## config.mk

```make
export PLATFORM = sky130hd
export DESIGN_NAME = mult_issue_queue
export DESIGN_NICKNAME = d
export VERILOG_FILES = /design/src/rtl/mult_issue_queue_pkg.sv /design/src/rtl/mult_issue_queue_fifo.sv /design/src/rtl/mult_issue_queue.sv
export SDC_FILE = /design/constraint.sdc
export NUM_CORES = 1
export LEC_CHECK = 0
export ABC_AREA = 1
export ABC_CLOCK_PERIOD_IN_PS = 6000
export CAP_MARGIN = 20
export CORE_MARGIN = 1.5
export CORE_UTILIZATION = 50
export CTS_CLUSTER_DIAMETER = 120
export DETAILED_ROUTE_END_ITERATION = 7
export PLACE_DENSITY = 0.71
export SLEW_MARGIN = 40
export SYNTH_ARGS = -nofsm -noshare
export SYNTH_HDL_FRONTEND = slang
export SYNTH_SLANG_ARGS = --single-unit
```

## constraint.sdc

```tcl
create_clock -name clock -period 6 [get_ports clock]
set_input_delay 0.6 -clock clock [delete_from_list [all_inputs] [get_ports clock]]
set_output_delay 0.6 -clock clock [all_outputs]
set_load 0.1 [all_outputs]
```

## src/rtl/mult_issue_queue_pkg.sv

```systemverilog
// Shared types for the multiply issue queue: queue entries, the FU drive
// packet and the CDB acknowledge packet.
package mult_issue_queue_pkg;

   localparam int XLEN          = 32;
   localparam int ROB_TAG_W     = 5;
   localparam int NUM_FU        = 4;
   localparam int MULT_IQ_DEPTH = 4;

   typedef logic [ROB_TAG_W-1:0] ROB_TAG;

   typedef struct packed {
      logic [XLEN-1:0] rs1_value;
      logic [XLEN-1:0] rs2_value;
      ROB_TAG          tag;
   } MULT_ISSUE_ENTRY;

   typedef struct packed {
      logic            issue_valid;
      logic [XLEN-1:0] rs1_value;
      logic [XLEN-1:0] rs2_value;
      ROB_TAG          tag;
   } FU_IN_PACKET;

   typedef struct packed {
      logic [NUM_FU-1:0] ack;
   } CDB_EX_PACKET;

   function automatic FU_IN_PACKET issue_packet(input MULT_ISSUE_ENTRY e);
      FU_IN_PACKET p;
      p.issue_valid = 1'b1;
      p.rs1_value   = e.rs1_value;
      p.rs2_value   = e.rs2_value;
      p.tag         = e.tag;
      return p;
   endfunction

endpackage

```

## src/rtl/mult_issue_queue_fifo.sv

```systemverilog
// Generic synchronous circular-buffer FIFO exposing the head entry and the
// occupancy count; the caller must not push when full or pop when empty.
module mult_issue_queue_fifo #(
   parameter int  DEPTH = 4,
   parameter type T     = logic
) (
   input  logic                     clock,
   input  logic                     reset,
   input  logic                     push,
   input  logic                     pop,
   input  T                         push_data,
   output T                         head_data,
   output logic [$clog2(DEPTH):0]   count
);

   localparam int AW = $clog2(DEPTH);
   localparam int CW = AW + 1;

   T               mem [DEPTH];
   logic [AW-1:0]  head_reg;
   logic [AW-1:0]  tail_reg;
   logic [CW-1:0]  count_reg;

   always_ff @(posedge clock) begin
      if (reset) begin
         head_reg  <= '0;
         tail_reg  <= '0;
         count_reg <= '0;
      end else begin
         if (push) tail_reg <= tail_reg + AW'(1);
         if (pop)  head_reg <= head_reg + AW'(1);
         case ({push, pop})
            2'b10:   count_reg <= count_reg + CW'(1);
            2'b01:   count_reg <= count_reg - CW'(1);
            default: count_reg <= count_reg;
         endcase
      end
   end

   // Storage carries no reset; stale slots are never read while count excludes them.
   for (genvar gi = 0; gi < DEPTH; gi++) begin : g_entry
      always_ff @(posedge clock) begin
         if (push && !reset && tail_reg == AW'(gi))
            mem[gi] <= push_data;
      end
   end

   assign head_data = mem[head_reg];
   assign count     = count_reg;

endmodule

```

## src/rtl/mult_issue_queue.sv

```systemverilog
// Buffers ready multiply operations and issues them one at a time into the
// multiplier, holding the FU busy until the CDB acknowledges its result.
module mult_issue_queue
   import mult_issue_queue_pkg::*;
#(
   parameter int DEPTH  = MULT_IQ_DEPTH,
   parameter int FU_IDX = 1
) (
   input  logic                     clock,
   input  logic                     reset,
   input  logic                     clear,
   input  logic                     enq_valid,
   input  MULT_ISSUE_ENTRY          enq_entry,
   output logic                     enq_ready,
   input  CDB_EX_PACKET             cdb_ex_packet,
   output FU_IN_PACKET              fu_in_packet,
   output logic                     fu_busy,
   output logic [$clog2(DEPTH):0]   count
);

   localparam int CW = $clog2(DEPTH) + 1;

   logic            flush;
   logic            ack_i;
   logic            push;
   logic            issue;
   MULT_ISSUE_ENTRY head_entry;
   FU_IN_PACKET     fu_in_packet_reg;
   logic            fu_busy_reg;
   logic            unused_ack;

   assign flush      = reset | clear;
   assign ack_i      = cdb_ex_packet.ack[FU_IDX];
   assign unused_ack = ^cdb_ex_packet.ack;

   // Ready looks only at the registered count, so a same-cycle issue never frees a slot early.
   assign enq_ready = (count < CW'(DEPTH));
   assign push      = enq_valid && enq_ready;
   assign issue     = (count != '0) && (!fu_busy_reg || ack_i);

   mult_issue_queue_fifo #(
      .DEPTH (DEPTH),
      .T     (MULT_ISSUE_ENTRY)
   ) u_fifo (
      .clock     (clock),
      .reset     (flush),
      .push      (push),
      .pop       (issue),
      .push_data (enq_entry),
      .head_data (head_entry),
      .count     (count)
   );

   always_ff @(posedge clock) begin
      if (flush) begin
         fu_in_packet_reg <= '0;
         fu_busy_reg      <= 1'b0;
      end else if (issue) begin
         fu_in_packet_reg <= issue_packet(head_entry);
         fu_busy_reg      <= 1'b1;
      end else begin
         fu_in_packet_reg.issue_valid <= 1'b0;
         if (ack_i) fu_busy_reg <= 1'b0;
      end
   end

   assign fu_in_packet = fu_in_packet_reg;
   assign fu_busy      = fu_busy_reg;

endmodule

```

==> flow_summary.yaml <==
worst_setup_path:
  crit_arrival_ps: 2950
  critical_path_required_ps: 6390
  critPathKind: "register to register"
  crit_fanout: 71
  start_kind: "register"
  cp-end-kind: "register"
power_and_ir_drop:
  p_total_mw: 5.81
  p_per_area_nw_per_um2: 335
  vdd_ir_drop_max_v: 0.000208
  p_leak_nw: 7.98
run:
  cap_violations: 0
clocking:
  clkSinkCount: 354
  cts_buffers: 36
  root_buffer: "clkbuf_16"
  ctsLongestPathBuffers: 3
  worstSkewPairLatency_ps: 500
  postCtsSetupRepairBufs: 0
  clk_pin_slew_ps: 60
  cts_tree: "built"
  cts_resized: 0
  htreeDepth: 2
  cts_hold_buffers: 0
timing:
  fmax_mhz: 391
  worst_slack_ps: 3440
  final-hold-violation-count: 0
  whs_ps: 511
  slew_violations: 0
  period_share: 0.427
  fin_worst_skew_ps: 17.4
  fin_tns_setup_ps: 0
  slew_headroom: 0.494
  rsz0062_at_grt: "false"
  setup_viol: 0
  worstMarginPinSlew_ps: 757
  fin_crit_ps: 2560
global_routing:
  grt_start_max_net_pins: 89
  overflow: 0
  gr-usage-met2: 0.352
  busiest_layer: "met2"
  grt_util_met3: 0.0372
  met1_usage: 0.238
  grtUsageTotal: 0.196
  grt_pass1_wl_microns: 47200
  first_global_vias: 9519
  antenna_found_initial: 3
floorplan:
  dieArea_sq_um: 30700
  die_h_microns: 175
  rows: 62
  core_area_sq_um: 28900
  die_width_microns: 175
  io_pins: 152
  start_util: 0.513
final_layout:
  fin_util: 0.599
  final_cell_mix: "nand2_1, inv_1, edfxtp_1, nor2_1, nand3_1"
  final_common_cell: "nand2_1"
  fin_area_sq_um: 17300
  drive_above_1_share: 0.0814
  layout.nets: 1801
  largest_register_ffs: 276
  fin_cells: 2129
  synthToLayoutAreaGrowth_pct: 16.8
detailed_routing:
  route.vias.total: 9921
  drtIter0Drc: 527
  routed_wl_microns: 29500
  vias_per_cell: 4.66
  ant_nets: 0
  first_pass_iters: 4
  drc_errors: 0
  wire_per_inst_microns: 13.9
synthesis:
  synthAdderAreaFrac: 0.00557
  synth_mux_area_frac: 0
  synth_xor_area_frac: 0
  synth-seq-cells: 354
  yosysTopAreaCell: "edfxtp_1"
  synth_top_area_frac: 0.559
  avgSynthCellArea_sq_um: 9.33
  netlist_area_sq_um: 14800
  synthTopCellsByArea: "edfxtp_1, nand2_1, dfxtp_1"
  synth-compound-area-share: 0.00337
  synth-simple-area-share: 0.211
  yosysWarnings: 0
  seq_area_frac_synth: 0.664
  synth.distinct_cells: 18
  synth_top_family_by_area: "simple AND/OR/NAND/NOR gates"
  syn_nets: 1672
  netlist_instances: 1589
placement:
  dp_slack_ps: 2920
  placed_cells: 2064
  place_hpwl_microns: 16700
  gp_congestion: 0.719
  post_dp_cell_area_sq_um: 16200
  io_buffer_count: 148
worst_hold_path:
  hold_class: "register to register"
outcome:
  status: "completed"
-- synth_stat cells (all sizes together) --
library cell and number:
nand2 497, inv 363, edfxtp 276, nor2 149, nand3 141, dfxtp 78
buf 57, clkbuf 12, a21oi 5, ha 5, o21ai 5, fa 1
-- cells by family (layout without fill, tap and decap cells) --
group | Yosys count | after routing
compound gates | 10 | 10
fa+ha+maj | 6 | 6
buf+inv | 432 | 587
flops | 354 | 354
other cells | 0 | 1
simple gates | 787 | 787
-- power breakdown --
group | internal [mW] | leakage [nW] | total (mW) | switching, mW
sequential | 2.72 | 3.13 | 2.77 | 0.0465
clock | 1.19 | 0.518 | 2.04 | 0.846
combinational | 0.224 | 4.34 | 0.999 | 0.775
-- per-layer routing --
layer  vias up  wire (microns)
met4         2             596
li1       5079               -
met3        46            1680
met2       225           15000
met1      4569           12200
met5         -              11
-- worst max-delay path, cell delays in order, from the launching register on --
cell     delay, ps
dfxtp_4        540
inv_4          610
buf_4          740
nand2_1        140
nand3_1        120
nand2_1         70
nor2_1         120
nor2_1          50
-- final cells by class --
type,instances,area (sq um)
well taps,384,480
diodes,1,2.50
repair buffers,160,1230
flip-flops and latches,354,9860
multi-input cells,803,3320
fillers,2305,11600
clock buffers,54,1000
clock inverters,10,72.6
inverters,363,1370
-- path summary, 6_finish.rpt --
path / depth (start not counted) / end / from / slack, ps
setup / recovery: 7 / fu_in_packet[38]$_SDFFE_PP0P_ / u_fifo.head_reg[0]$_SDFFE_PP0P_ / 3440
hold reg to reg: 4 / fu_in_packet[11]$_SDFFE_PP0P_ / fu_in_packet[11]$_SDFFE_PP0P_ / 510
hold / removal: 4 / fu_in_packet[11]$_SDFFE_PP0P_ / fu_in_packet[11]$_SDFFE_PP0P_ / 510
setup reg to reg: 7 / fu_in_packet[38]$_SDFFE_PP0P_ / u_fifo.head_reg[0]$_SDFFE_PP0P_ / 3440
(Power assumes the default switching activity.)
